==> src/rtl/axi_wr_scheduler_pkg.sv <==
// Shared types and constants for the per-slave AXI write scheduler.
// Also holds the two-master round-robin pick used at arbitration time.
package axi_wr_scheduler_pkg;

  localparam int AXI_LEN_BITS  = 4;
  localparam int WR_MASTER_CNT = 2;

  typedef enum logic [1:0] {IDLE, ADDR, DATA, RESP} wr_state_e;

  // A lone requester wins outright; a tie goes to the favoured master.
  function automatic logic [WR_MASTER_CNT-1:0] rr_pick(
    input logic [WR_MASTER_CNT-1:0] req,
    input logic                     prio
  );
    if (req == 2'b11) return prio ? 2'b10 : 2'b01;
    return req;
  endfunction

endpackage

==> src/rtl/axi_wr_scheduler_if.sv <==
// AW/W/B valid/ready bundle between the two write masters, the scheduler and one slave.
// "slave" is the scheduler's view; "master" is the surrounding fabric's view.
interface axi_wr_scheduler_if
  import axi_wr_scheduler_pkg::*;
#(
  parameter int LEN_BITS = AXI_LEN_BITS
);

  logic [WR_MASTER_CNT-1:0] AWVALID_M;
  logic [LEN_BITS-1:0]      AWLEN_M0;
  logic [LEN_BITS-1:0]      AWLEN_M1;
  logic [WR_MASTER_CNT-1:0] AWREADY_M;
  logic                     AWVALID_S;
  logic                     AWREADY_S;
  logic [WR_MASTER_CNT-1:0] WVALID_M;
  logic [WR_MASTER_CNT-1:0] WLAST_M;
  logic [WR_MASTER_CNT-1:0] WREADY_M;
  logic                     WVALID_S;
  logic                     WREADY_S;
  logic                     BVALID_S;
  logic                     BREADY_S;
  logic [WR_MASTER_CNT-1:0] BVALID_M;
  logic [WR_MASTER_CNT-1:0] BREADY_M;

  modport slave (
    input  AWVALID_M, AWLEN_M0, AWLEN_M1, AWREADY_S,
    input  WVALID_M, WLAST_M, WREADY_S,
    input  BVALID_S, BREADY_M,
    output AWREADY_M, AWVALID_S,
    output WREADY_M, WVALID_S,
    output BVALID_M, BREADY_S
  );

  modport master (
    output AWVALID_M, AWLEN_M0, AWLEN_M1, AWREADY_S,
    output WVALID_M, WLAST_M, WREADY_S,
    output BVALID_S, BREADY_M,
    input  AWREADY_M, AWVALID_S,
    input  WREADY_M, WVALID_S,
    input  BVALID_M, BREADY_S
  );

endinterface

==> src/rtl/axi_wr_scheduler_wr_beat_counter.sv <==
// Remaining-beat counter for the burst in flight: loaded on AW, decremented per W beat.
// Flags (one cycle later) any beat whose WLAST disagrees with the counter.
module axi_wr_scheduler_wr_beat_counter #(
  parameter int LEN_BITS = 4
) (
  input  logic                clk,
  input  logic                rst_n,
  input  logic                load,
  input  logic [LEN_BITS-1:0] len,
  input  logic                beat,
  input  logic                wlast,
  output logic                last_beat,
  output logic                len_err
);

  localparam logic [LEN_BITS:0] ONE = {{LEN_BITS{1'b0}}, 1'b1};

  // One extra bit so AWLEN = max loads 2**LEN_BITS without wrapping.
  logic [LEN_BITS:0] beats_left;

  assign last_beat = (beats_left == ONE);

  always_ff @(posedge clk or negedge rst_n) begin
    if (!rst_n) begin
      beats_left <= '0;
      len_err    <= 1'b0;
    end else begin
      len_err <= beat && (wlast != last_beat);
      if (load)
        beats_left <= {1'b0, len} + ONE;
      else if (beat && beats_left != '0)
        beats_left <= beats_left - ONE;
    end
  end

endmodule

==> src/rtl/axi_wr_scheduler.sv <==
// Per-slave write-path controller: grants AW/W/B of one slave to M0 or M1 and
// holds a single write transaction from AW handshake through B handshake.
module axi_wr_scheduler
  import axi_wr_scheduler_pkg::*;
#(
  parameter int LEN_BITS = AXI_LEN_BITS
) (
  input  logic                     ACLK,
  input  logic                     ARESETn,
  axi_wr_scheduler_if.slave        bus,
  output logic [WR_MASTER_CNT-1:0] grant,
  output logic                     busy,
  output logic                     len_err
);

  wr_state_e state;
  logic      prio;
  logic      sel;
  logic      in_addr, in_data, in_resp;
  logic      aw_hs, w_hs, b_hs;
  logic      last_beat;

  assign sel     = grant[1];
  assign in_addr = (state == ADDR);
  assign in_data = (state == DATA);
  assign in_resp = (state == RESP);

  // Grant is one-hot (or zero), so masking with it routes ready/valid only to the owner.
  assign bus.AWVALID_S = in_addr && bus.AWVALID_M[sel];
  assign bus.AWREADY_M = grant & {WR_MASTER_CNT{in_addr && bus.AWREADY_S}};
  assign bus.WVALID_S  = in_data && bus.WVALID_M[sel];
  assign bus.WREADY_M  = grant & {WR_MASTER_CNT{in_data && bus.WREADY_S}};
  assign bus.BVALID_M  = grant & {WR_MASTER_CNT{in_resp && bus.BVALID_S}};
  assign bus.BREADY_S  = in_resp && bus.BREADY_M[sel];

  assign aw_hs = bus.AWVALID_S && bus.AWREADY_S;
  assign w_hs  = bus.WVALID_S && bus.WREADY_S;
  assign b_hs  = bus.BVALID_S && bus.BREADY_S;

  axi_wr_scheduler_wr_beat_counter #(
    .LEN_BITS (LEN_BITS)
  ) u_beat_counter (
    .clk       (ACLK),
    .rst_n     (ARESETn),
    .load      (aw_hs),
    .len       (sel ? bus.AWLEN_M1 : bus.AWLEN_M0),
    .beat      (w_hs),
    .wlast     (bus.WLAST_M[sel]),
    .last_beat (last_beat),
    .len_err   (len_err)
  );

  always_ff @(posedge ACLK or negedge ARESETn) begin
    if (!ARESETn) begin
      state <= IDLE;
      grant <= '0;
      prio  <= 1'b0;
      busy  <= 1'b0;
    end else begin
      case (state)
        IDLE: begin
          if (|bus.AWVALID_M) begin
            state <= ADDR;
            busy  <= 1'b1;
            grant <= rr_pick(bus.AWVALID_M, prio);
          end
        end
        ADDR: begin
          if (aw_hs) state <= DATA;
        end
        // Leaving DATA is decided by the counter alone; WLAST only feeds len_err.
        DATA: begin
          if (w_hs && last_beat) state <= RESP;
        end
        RESP: begin
          if (b_hs) begin
            state <= IDLE;
            busy  <= 1'b0;
            grant <= '0;
            prio  <= grant[0];
          end
        end
        default: begin
          state <= IDLE;
          busy  <= 1'b0;
          grant <= '0;
        end
      endcase
    end
  end

endmodule

==> src/flat_wrapper.sv <==
// flat-port wrapper written by rule: the top's interface ports become plain ports
module axi_wr_scheduler_flat import axi_wr_scheduler_pkg::*;
#(
  parameter int LEN_BITS = AXI_LEN_BITS
)
  (ACLK, ARESETn, grant, busy, len_err, bus_AWVALID_M, bus_AWLEN_M0, bus_AWLEN_M1, bus_AWREADY_S, bus_WVALID_M, bus_WLAST_M, bus_WREADY_S, bus_BVALID_S, bus_BREADY_M, bus_AWREADY_M, bus_AWVALID_S, bus_WREADY_M, bus_WVALID_S, bus_BVALID_M, bus_BREADY_S);
  axi_wr_scheduler_if #(.LEN_BITS(LEN_BITS)) bus_i ();
  input  logic ACLK;
  input  logic ARESETn;
  output logic [WR_MASTER_CNT-1:0] grant;
  output logic busy;
  output logic len_err;
  input wire logic [$bits(bus_i.AWVALID_M)-1:0] bus_AWVALID_M;
  input wire logic [$bits(bus_i.AWLEN_M0)-1:0] bus_AWLEN_M0;
  input wire logic [$bits(bus_i.AWLEN_M1)-1:0] bus_AWLEN_M1;
  input wire logic [$bits(bus_i.AWREADY_S)-1:0] bus_AWREADY_S;
  input wire logic [$bits(bus_i.WVALID_M)-1:0] bus_WVALID_M;
  input wire logic [$bits(bus_i.WLAST_M)-1:0] bus_WLAST_M;
  input wire logic [$bits(bus_i.WREADY_S)-1:0] bus_WREADY_S;
  input wire logic [$bits(bus_i.BVALID_S)-1:0] bus_BVALID_S;
  input wire logic [$bits(bus_i.BREADY_M)-1:0] bus_BREADY_M;
  output wire logic [$bits(bus_i.AWREADY_M)-1:0] bus_AWREADY_M;
  output wire logic [$bits(bus_i.AWVALID_S)-1:0] bus_AWVALID_S;
  output wire logic [$bits(bus_i.WREADY_M)-1:0] bus_WREADY_M;
  output wire logic [$bits(bus_i.WVALID_S)-1:0] bus_WVALID_S;
  output wire logic [$bits(bus_i.BVALID_M)-1:0] bus_BVALID_M;
  output wire logic [$bits(bus_i.BREADY_S)-1:0] bus_BREADY_S;
  assign bus_i.AWVALID_M = bus_AWVALID_M;
  assign bus_i.AWLEN_M0 = bus_AWLEN_M0;
  assign bus_i.AWLEN_M1 = bus_AWLEN_M1;
  assign bus_i.AWREADY_S = bus_AWREADY_S;
  assign bus_i.WVALID_M = bus_WVALID_M;
  assign bus_i.WLAST_M = bus_WLAST_M;
  assign bus_i.WREADY_S = bus_WREADY_S;
  assign bus_i.BVALID_S = bus_BVALID_S;
  assign bus_i.BREADY_M = bus_BREADY_M;
  assign bus_AWREADY_M = bus_i.AWREADY_M;
  assign bus_AWVALID_S = bus_i.AWVALID_S;
  assign bus_WREADY_M = bus_i.WREADY_M;
  assign bus_WVALID_S = bus_i.WVALID_S;
  assign bus_BVALID_M = bus_i.BVALID_M;
  assign bus_BREADY_S = bus_i.BREADY_S;
  axi_wr_scheduler #(.LEN_BITS(LEN_BITS)) u_core (.ACLK(ACLK), .ARESETn(ARESETn), .bus(bus_i), .grant(grant), .busy(busy), .len_err(len_err));
endmodule
==> config.mk <==
export PLATFORM = sky130hd
export DESIGN_NAME = axi_wr_scheduler_flat
export DESIGN_NICKNAME = d
export VERILOG_FILES = /design/src/rtl/axi_wr_scheduler_pkg.sv /design/src/rtl/axi_wr_scheduler_if.sv /design/src/rtl/axi_wr_scheduler_wr_beat_counter.sv /design/src/rtl/axi_wr_scheduler.sv /design/src/flat_wrapper.sv
export SDC_FILE = /design/constraint.sdc
export NUM_CORES = 1
export LEC_CHECK = 0
export BUFFER_PORTS_ARGS = -buffer_cell sky130_fd_sc_hd__buf_2
export CORE_MARGIN = 2
export CORE_UTILIZATION = 25
export DETAILED_ROUTE_END_ITERATION = 12
export GPL_TIMING_DRIVEN = 0
export PLACE_DENSITY = 0.46
export SYNTH_ARGS = -nofsm -noshare
export SYNTH_HDL_FRONTEND = slang
export SYNTH_SLANG_ARGS = --single-unit
==> constraint.sdc <==
create_clock -name ACLK -period 2.58 [get_ports ACLK]
set_clock_uncertainty 0.1 [all_clocks]
set_input_delay 0 -clock ACLK [delete_from_list [all_inputs] [get_ports ACLK]]
set_output_delay 0 -clock ACLK [all_outputs]
set_load 0.005 [all_outputs]
==> summary.md <==
| Metric | Value |
|---|---|
| Worst-Margin Slew | approximately 0.53 ns |
| Final Hold Vio Count | 0 |
| Worst-Skew Late Latency | 0.24 ns |
| Initial Util | about a quarter |
| Maximum vdd drop | between 0.2 and 0.3 mV |
| Final Cell Area | 1230 um^2 |
| Crit end category | flop |
| Site Rows | 22 |
| Synth Flop Type | dfrtp_1 |
| Die Footprint | around 4200 um^2 |
| Status | finished clean |
| Synth Register Bits | 12 |
| Crit path buf inv count | 1 |
| RSZ-0062 raised after global routing | false |
| Post-DRT Antenna Nets | 0 |
| Hold Slack | 0.0215 ns |
| Die Y-Extent | 65.1 um |
| Kind of critical path | flop to flop |
| Nets@finish | about 170 |
| GRT Overall Usage | between 10% and 20% |
| Final WS setup | roughly 0.52 ns |
| Mapped Area | slightly above 900 um^2 |
| Via/cell ratio | approximately 4.5 |
| Clock buffer depth | 2 |
| Final setup viols | 0 |
| Layout cells sized above 1 | 32.6% |
| Root Buffer Master | clkbuf_8 |
| Hold Path Class | primary input to flop |
| GP Congestion | 0.777 |
| Post-CTS Repair Setup Buffers | 0 |
| Register area share after synthesis | 32.2% |
| Post-DP Area | about 1200 um^2 |
| Pre-CTS WS | about 0.50 ns |
| I/O Pins | 34 |
| Critical path's top delay family | simple AND/OR/NAND/NOR gates |
| Remaining Overflow, GRT | 0 |
| Max_slew headroom | between 60% and 70% |
| CP Launch Type | flop |
| Post-synth EDFFs | 0 |
| FMAX | just under 0.5 GHz |
| Crit path DAT | roughly 2.1 ns |
| Yosys cell types | 26 |
| Max-cap violations | 0 |
| Via Count | 839 |
| R2r setup slk | about 0.52 ns |
| Routed len/inst | 12.2 um |
| Core Area | around 3600 um^2 |
| Initial DRC Count | 26 |
| Power per cell area | between 900 and 1000 nW/um^2 |
| Detailed Place HPWL | between 1500 and 2000 um |
| Slowest CP cell | nor4b_1 |
| Port-buffer cells | 33 |
| Cells after synthesis | 99 |
| Vias in the first global route | ~840 |
| First drt pass iteration count | 4 |
| Fill cells | about 390 |
| Max Slew Vio Count | 0 |
| First-pass GRT wire length | ~3800 um |
| Clk sink count | 12 |
| H-tree Lvls | 1 |
| P&R area growth vs syn | 31.8% |
| CTS tree | done |
| Crit path time final | between 2 and 2.5 ns |
| Leakage | approximately 0.62 nW |
| Crit-path max cell delay | 0.40 ns |
| Main area contributors after synthesis | dfrtp_1 (32%), mux2i_1 (9.7%), mux2_2 (9.7%), ha_1 (9.4%), and3_1 (4.7%) |
| Total CTS buffers | 3 |
| Area of the multi-input gates | 599 um^2 |
| Antenna diodes | 0 |
| Initial antenna violation count | 0 |
| Fin crit share | approximately four fifths |
| DRC viols | 0 |
| Synth area leader | dfrtp_1 |
| Clock slew at reported path FFs | ~0.050 ns |
| Avg Inst Size Synth | around 9.4 um^2 |
| Yosys top cell area share | about 32% |
| Register area | 300 um^2 |
| CP Cell Sequence | inv_1, ha_1, nor4b_1, nand3_1, a221o_1, mux2_1 |
| Setup_tns | 0 ns |
| Die Width | between 60 and 70 um |
| Synth warnings | 0 |
| Final core utilization | 33.8% |
| Synth async-reset ratio | between 90% and 100% |
| Largest net degree at the start of global routing | 13 |
| Required time at the worst-slack endpoint | roughly 2.6 ns |
| Synth Net Count | 127 |
| Crit-path max FO | 3 |
| WL final | 2260 um |
[per-layer routing]
layer	wire, um	vias to the layer above	track usage, %
met4	40	0	5.47
met1	1170	367	16.6
met3	148	4	2.05
li1	-	437	-
met2	903	31	17.8
met5	0	-	0
[final cells by class]
class	count	share of cell area, %
inverter	6	1.83
multi-input combinational	79	48.7
tap	48	4.88
sequential	12	24.4
clock buffer	3	3.36
buffer	2	0.916
timing repair buffer	36	15.9
[power by group]
part,switching (mW),internal [mW],total (mW)
registers,0.0741,0.273,0.347
logic,0.314,0.313,0.627
clock network,0.0687,0.103,0.172
total,0.457,0.689,1.15
[worst register-to-register path, cell delays in order, from the launching register on]
cell and delay, ns:
dfrtp_1 0.37, inv_1 0.09, ha_1 0.15, nor4b_1 0.40, nand3_1 0.15, a221o_1 0.36, mux2_1 0.32
[per-stage QoR]
step           cells  total power, mW
6_report         186             1.15
5_1_grt          186             1.25
4_1_cts          186             1.15
3_5_place_dp     180            0.971
3_3_place_gp     180            0.962
2_1_floorplan     99            0.792
[cells by family after synthesis]
kind of cell             count (synthesis)  share of synthesized area (%)
AO/OA/AOI/OAI                           10                           7.64
XOR/XNOR                                 6                           5.63
adder cells (fa/ha/maj)                  7                           9.38
buffers and inverters                    8                           3.62
flip-flops                              12                           32.2
multiplexers                            18                           20.5
AND/OR/NAND/NOR                         38                           21.0
[cell usage after synthesis (all sizes together) (2+ instances only)]
| cell type | n |
|---|---|
| a221o | 2 |
| and2 | 3 |
| and3 | 7 |
| dfrtp | 12 |
| ha | 7 |
| inv | 6 |
| mux2 | 9 |
| mux2i | 9 |
| nand2 | 7 |
| nand3 | 7 |
| nor2 | 7 |
| nor3 | 2 |
| nor4b | 2 |
| o21ai | 4 |
| xnor2 | 5 |
[cell usage in the layout, fill, tap and decap left out]
master,instances
a211oi_1,1
a221o_1,2
and2_1,3
and3_1,7
buf_2,33
buf_4,1
clkbuf_1,1
clkbuf_8,3
dfrtp_1,12
dlygate4sd3_1,3
ha_1,7
inv_1,6
mux2_1,1
mux2_2,8
mux2i_1,9
nand2_1,7
nand3_1,7
nor2_1,7
nor2b_1,1
nor3_1,2
nor4_1,1
nor4b_1,2
o211ai_1,1
o21ai_0,4
o311ai_0,1
o31ai_1,1
or3_1,1
xnor2_1,5
xor2_1,1
[worst paths after layout]
check,from,cells past startpoint,endpoint
worst min register to register,u_core.busy,1,u_core.busy
worst max-delay path,u_core.u_beat_counter.beats_left[1],6,u_core.state[1]
worst min-delay path,bus_WLAST_M[0],4,u_core.u_beat_counter.len_err
min in group asynchronous,ARESETn,2,u_core.u_beat_counter.len_err
max in group asynchronous,ARESETn,2,u_core.state[1]
worst max register to register,u_core.u_beat_counter.beats_left[1],6,u_core.state[1]
[state kept, by name (all words and copies together), names as in the netlist]
| name | cells |
|---|---|
| u_core.u_beat_counter.len_err | 1 |
| u_core.prio | 1 |
| u_core.grant | 2 |
| u_core.u_beat_counter.beats_left | 5 |
| u_core.busy | 1 |
| u_core.state | 2 |
[repair_timing]
action,CTS,global route
hold endpoints to repair,14,0
resized for setup,0,0
hold buffers,3,0
Note: power is estimated with default switching activity, not from simulation.
